<file path="src/rtl/rx_frame_ctrl.sv">
// Frame controller behind the UART byte receiver: SYNC/CMD/LEN/PAYLOAD/CSUM sequencing with XOR check.
// Strobes are registered one cycle after the byte event; an inter-byte timeout aborts a stalled frame.
module rx_frame_ctrl #(
   parameter logic [7:0] SYNC_BYTE = 8'hA5,
   parameter int         MAX_LEN   = 16,
   parameter int         TIMEOUT   = 100000
) (
   input  logic       i_clk,
   input  logic       i_rst,
   input  logic [7:0] i_data,
   input  logic       i_ready,
   output logic       o_busy,
   output logic [7:0] o_pl_data,
   output logic [7:0] o_pl_idx,
   output logic       o_pl_valid,
   output logic [7:0] o_cmd,
   output logic [7:0] o_len,
   output logic       o_frame_valid,
   output logic       o_err,
   output logic [1:0] o_err_code
);

   localparam int              TW        = $clog2(TIMEOUT + 1);
   localparam logic [TW-1:0]   TO_LAST   = TW'(TIMEOUT - 1);
   localparam logic [7:0]      MAX_LEN_B = 8'(MAX_LEN);

   typedef enum logic [2:0] {IDLE, CMD, LEN, PAYLOAD, CSUM} state_t;

   state_t        state;
   logic          ready_q;
   logic [7:0]    csum;
   logic [7:0]    cnt;
   logic [TW-1:0] to_cnt;
   logic          evt;

   assign evt    = i_ready & ~ready_q;
   assign o_busy = (state != IDLE);

   always_ff @(posedge i_clk) begin
      if (i_rst) begin
         state         <= IDLE;
         ready_q       <= 1'b1;
         csum          <= '0;
         cnt           <= '0;
         to_cnt        <= '0;
         o_pl_data     <= '0;
         o_pl_idx      <= '0;
         o_pl_valid    <= 1'b0;
         o_cmd         <= '0;
         o_len         <= '0;
         o_frame_valid <= 1'b0;
         o_err         <= 1'b0;
         o_err_code    <= '0;
      end else begin
         ready_q       <= i_ready;
         o_pl_valid    <= 1'b0;
         o_frame_valid <= 1'b0;
         o_err         <= 1'b0;

         // A byte arriving on the expiry cycle takes priority over the timeout.
         if (evt) begin
            to_cnt <= '0;
            case (state)
               IDLE: begin
                  if (i_data == SYNC_BYTE)
                     state <= CMD;
               end
               CMD: begin
                  o_cmd <= i_data;
                  csum  <= i_data;
                  state <= LEN;
               end
               LEN: begin
                  if (i_data > MAX_LEN_B) begin
                     o_err      <= 1'b1;
                     o_err_code <= 2'd2;
                     state      <= IDLE;
                  end else begin
                     o_len <= i_data;
                     csum  <= csum ^ i_data;
                     cnt   <= '0;
                     state <= (i_data == 8'd0) ? CSUM : PAYLOAD;
                  end
               end
               PAYLOAD: begin
                  o_pl_data  <= i_data;
                  o_pl_idx   <= cnt;
                  o_pl_valid <= 1'b1;
                  csum       <= csum ^ i_data;
                  cnt        <= cnt + 8'd1;
                  if (cnt == o_len - 8'd1)
                     state <= CSUM;
               end
               CSUM: begin
                  if (i_data == csum) begin
                     o_frame_valid <= 1'b1;
                  end else begin
                     o_err      <= 1'b1;
                     o_err_code <= 2'd1;
                  end
                  state <= IDLE;
               end
               default: state <= IDLE;
            endcase
         end else if (state == IDLE) begin
            to_cnt <= '0;
         end else if (to_cnt == TO_LAST) begin
            o_err      <= 1'b1;
            o_err_code <= 2'd3;
            state      <= IDLE;
            to_cnt     <= '0;
         end else begin
            to_cnt <= to_cnt + 1'b1;
         end
      end
   end

endmodule
</file>
<file path="config.mk">
export PLATFORM = sky130hd
export DESIGN_NAME = rx_frame_ctrl
export DESIGN_NICKNAME = d
export VERILOG_FILES = /design/src/rtl/rx_frame_ctrl.sv
export SDC_FILE = /design/constraint.sdc
export NUM_CORES = 1
export LEC_CHECK = 0
export CORE_UTILIZATION = 54
export DETAILED_ROUTE_END_ITERATION = 6
export PLACE_DENSITY_LB_ADDON = 0.1
export SKIP_LAST_GASP = 1
export SLEW_MARGIN = 20
export SYNTH_ARGS = -nofsm -noshare
export SYNTH_HDL_FRONTEND = slang
export SYNTH_SLANG_ARGS = --single-unit
</file>
<file path="constraint.sdc">
create_clock -name i_clk -period 2.2 [get_ports i_clk]
set_clock_uncertainty 0.05 [all_clocks]
set_input_delay 0.33 -clock i_clk [delete_from_list [all_inputs] [get_ports i_clk]]
set_output_delay 0.33 -clock i_clk [all_outputs]
set_load 0.02 [all_outputs]
</file>
==> results.txt <==
----------------------------------------------------
[Layout]
  Most common cell after layout, fill and taps aside ... sky130_fd_sc_hd__dfxtp_1
  Share of cells above drive strength 1 ... around 15%
  Net count reported at finish ... 509
  Area of all placed cells without fillers ... 4450 um2
  Utilization after layout ... 74.2%
  Layout overhead on the synthesized area ... 31.0%
  Area taken by flip-flops and latches ... 1480 um2
  Antenna diode instance count ... 0
  Area of combinational cells with multiple inputs ... 1780 um2
  FILL cells ... 469
  Commonest cells after routing, fill and taps aside ... sky130_fd_sc_hd__dfxtp_1, sky130_fd_sc_hd__nand2_1, sky130_fd_sc_hd__nor2_1

[Power]
  Switching share of power ... 21.7%
  VDD IR max ... 0.000357 V
  Switching power summed over all nets ... 557 uW
  Relative contribution of sequential cells to total power ... 52.2%
  Power per cell area ... 577 nW/um2
  Design Power ... 2.56 mW
  Combinational Power Share ... 4.4%
  Internal portion of total power ... between 2 and 2.5 mW
  Share of power burned in the clock network ... 43.3%
  Leakage component of the power ... 1.62 nW

[GRT]
  Maximum number of pins on one net before global-route repair ... 50
  Met1 Usage GRT ... 32.0%
  Antenna violations before repair ... 0
  GR met3 Demand/Resource ... approximately 4.5%
  Via count of the first global-routing pass ... 2936
  Global-route wire length before repair ... around 13000 um
  GRT Max-Usage Layer ... met2
  Overflow after GRT ... 0
  Met2 usage ... between 40% and 50%
  Total global routing track utilization ... 26.0%

[Synthesis]
  Count of warnings emitted by yosys ... 0
  Fraction of the yosys area taken by sequential cells ... 43.6%
  Mean instance size in the synthesized netlist ... 8.24 um2
  Post-synthesis instance area ... 3400 um2
  Cell count after synthesis ... 412
  Number of enable-type register cells in the synthesized netlist ... 0
  Synthesized flop and latch total ... 74
  Main synth FF type ... sky130_fd_sc_hd__dfxtp_1
  Share of flip-flops with an asynchronous set or reset ... 0%
  Number of nets in the synthesized netlist ... 426
  Number of distinct library cell variants in the gate-level netlist after synthesis ... 46

[Timing]
  Fin worst setup slack ... 0.132 ns
  Final-report hold violation count ... 0
  Fmax ... 0.483 GHz
  Final critical delay including setup and external delays ... 2.07 ns
  Setup violators final ... 0
  Max Transition Viols Final ... 0
  Max-slew headroom at the worst pin ... 65.6%
  Setup repair after global routing missed its margin ... no
  Worst hold slack across all endpoints ... 0.403 ns
  Final Cycle Share ... 94.0%
  Worst Max-Slew Pin Slew ... between 0.5 and 0.6 ns

[Clock network]
  TritonCTS clock tree ... built
  Clock buffers created by TritonCTS ... 9
  Max Root-Sink Buffers ... 2
  Clock latency of the later-clocked register in the worst-skew pair ... approximately 0.35 ns
  CTS hold repair buffers ... 0
  CTS clock-pin slew for the worst setup and hold paths ... 0.07 ns
  Level count of the clock H-tree ... 3
  Number of sinks handled by clock tree synthesis ... 74
  Clk root buf ... sky130_fd_sc_hd__clkbuf_8

[Route]
  Post-DR wirelength/cell ... 14.0 um
  Vias per inst ... about 5.5
  Number of DRC violations after detailed-routing iteration 0 ... 179
  Post-route antenna net violation count ... 0
  Pre-Repair DR Iteration Count ... 4
  Overall routed net length ... 8050 um
  DRC violations left ... 0
  Total vias in the final route ... 3138

[Die]
  Die outline height ... 81.3 um
  Site row count ... 28
  Boundary pin count ... 49
  Core area ... ~6000 um2
  Horizontal die dimension ... 81.3 um
  Die Outline Area ... 6610 um2
  Initial Utilization ... 56.7%

[Critical path]
  Required time of the critical path ... 2.39 ns
  Data arrival, critical path ... 2.26 ns
  Crit Path Class ... flip-flop to flip-flop
  Critical Path Source Type ... flip-flop
  Highest fanout seen on the critical path ... 2
  Category of the worst setup path capture point ... flip-flop
  Minimum setup slack among reg-to-reg paths ... 0.13 ns

[Placement]
  Post-detail-place hpwl ... 5600 um
  Post-placement cell area ... roughly 4200 um2
  Port bufs ... between 40 and 50
  Final estimated routing congestion in global placement ... ~0.84
  Worst slack after detailed placement ... -0.200 ns

[Status]
  Result of the run ... complete, no violations

[Job]
  Max-cap violations ... 0

[Min path]
  Classification of the worst-slack hold path ... flip-flop to flip-flop

----------------------------------------------------
-- path summary, 6_finish.rpt --
path,start,cells after the start,to
worst max register to register,o_len[1],9,state[2]
worst min register to register,to_cnt[0],1,to_cnt[0]
worst min-delay path,to_cnt[0],1,to_cnt[0]
worst max-delay path,o_len[1],9,state[2]
-- synth_stat cells, types with 7 or more instances --
library cell,number,area share [%]
sky130_fd_sc_hd__a21oi_1,33,4.9
sky130_fd_sc_hd__clkbuf_1,13,1.4
sky130_fd_sc_hd__mux2i_1,7,2.1
sky130_fd_sc_hd__nor2_1,52,5.7
sky130_fd_sc_hd__xor2_1,23,5.9
sky130_fd_sc_hd__inv_1,8,0.88
sky130_fd_sc_hd__nand3_1,17,2.5
sky130_fd_sc_hd__o21ai_0,19,2.8
sky130_fd_sc_hd__nand2_1,67,7.4
sky130_fd_sc_hd__nor3_1,7,1.0
sky130_fd_sc_hd__dfxtp_1,74,44
sky130_fd_sc_hd__buf_2,8,1.2
sky130_fd_sc_hd__a22oi_1,8,1.8
sky130_fd_sc_hd__xnor2_1,18,4.6
sky130_fd_sc_hd__and3_1,7,1.3
-- registers in the layout, indices dropped and copies added (netlist names), 2 cells and up --
name / flops
o_pl_data: 8
o_pl_idx: 8
cnt: 8
to_cnt: 17
o_cmd: 8
csum: 8
state: 3
o_len: 8
o_err_code: 2
-- metrics by stage --
step	setup TNS, ns	cells
floorplan	0	412
global placement	-1.33	559
detailed placement	-3.33	559
CTS	0	575
global route	0	575
finish	0	575
-- power by group through the flow --
stage / Clock, mW / Combinational [mW] / Sequential [mW]
after detailed placement: 0 / 0.112 / 1.37
after global routing: 1.19 / 0.121 / 1.34
final: 1.11 / 0.114 / 1.34
after global placement: 0 / 0.111 / 1.37
after floorplan: 0 / 0.0534 / 1.37
after CTS: 1.12 / 0.113 / 1.34
-- per-layer routing --
| metal | vias to the layer above | wire, um |
|---|---|---|
| met5 | - | 0 |
| met4 | 0 | 135 |
| met3 | 13 | 319 |
| met2 | 76 | 3940 |
| met1 | 1492 | 3650 |
| li1 | 1557 | - |
-- cell families after synthesis --
| group | synth area share [%] |
|---|---|
| AOI/OAI and AO/OA | 13.6 |
| xor gates and xnor gates | 10.6 |
| adders and majority gates | 1.11 |
| buffers and inverters | 4.38 |
| DFF | 43.6 |
| muxes | 2.06 |
| and+or+nand+nor | 24.6 |
-- worst max-delay path: stages (launching register included) --
cell,delay (ns)
sky130_fd_sc_hd__dfxtp_1,0.32
sky130_fd_sc_hd__inv_1,0.06
sky130_fd_sc_hd__ha_1,0.17
sky130_fd_sc_hd__nor3b_2,0.23
sky130_fd_sc_hd__nand2_1,0.13
sky130_fd_sc_hd__xor2_1,0.16
sky130_fd_sc_hd__a311oi_1,0.33
sky130_fd_sc_hd__buf_4,0.17
sky130_fd_sc_hd__nor3_1,0.06
sky130_fd_sc_hd__o221a_2,0.28
-- area by class of cell --
type,count,area share [%]
multi-input combinational,306,39.9
clock inverter,4,1.10
inverter,8,0.675
timing repair buffer,96,19.2
tap,75,2.11
clock buffer,12,3.71
sequential,74,33.3
-- what timing repair did --
action | 4_1_cts | 5_1_grt
gates resized for setup | 0 | 2
setup buffers | 0 | 0
setup endpoints to repair | 0 | 3
(Power assumes the default switching activity.)
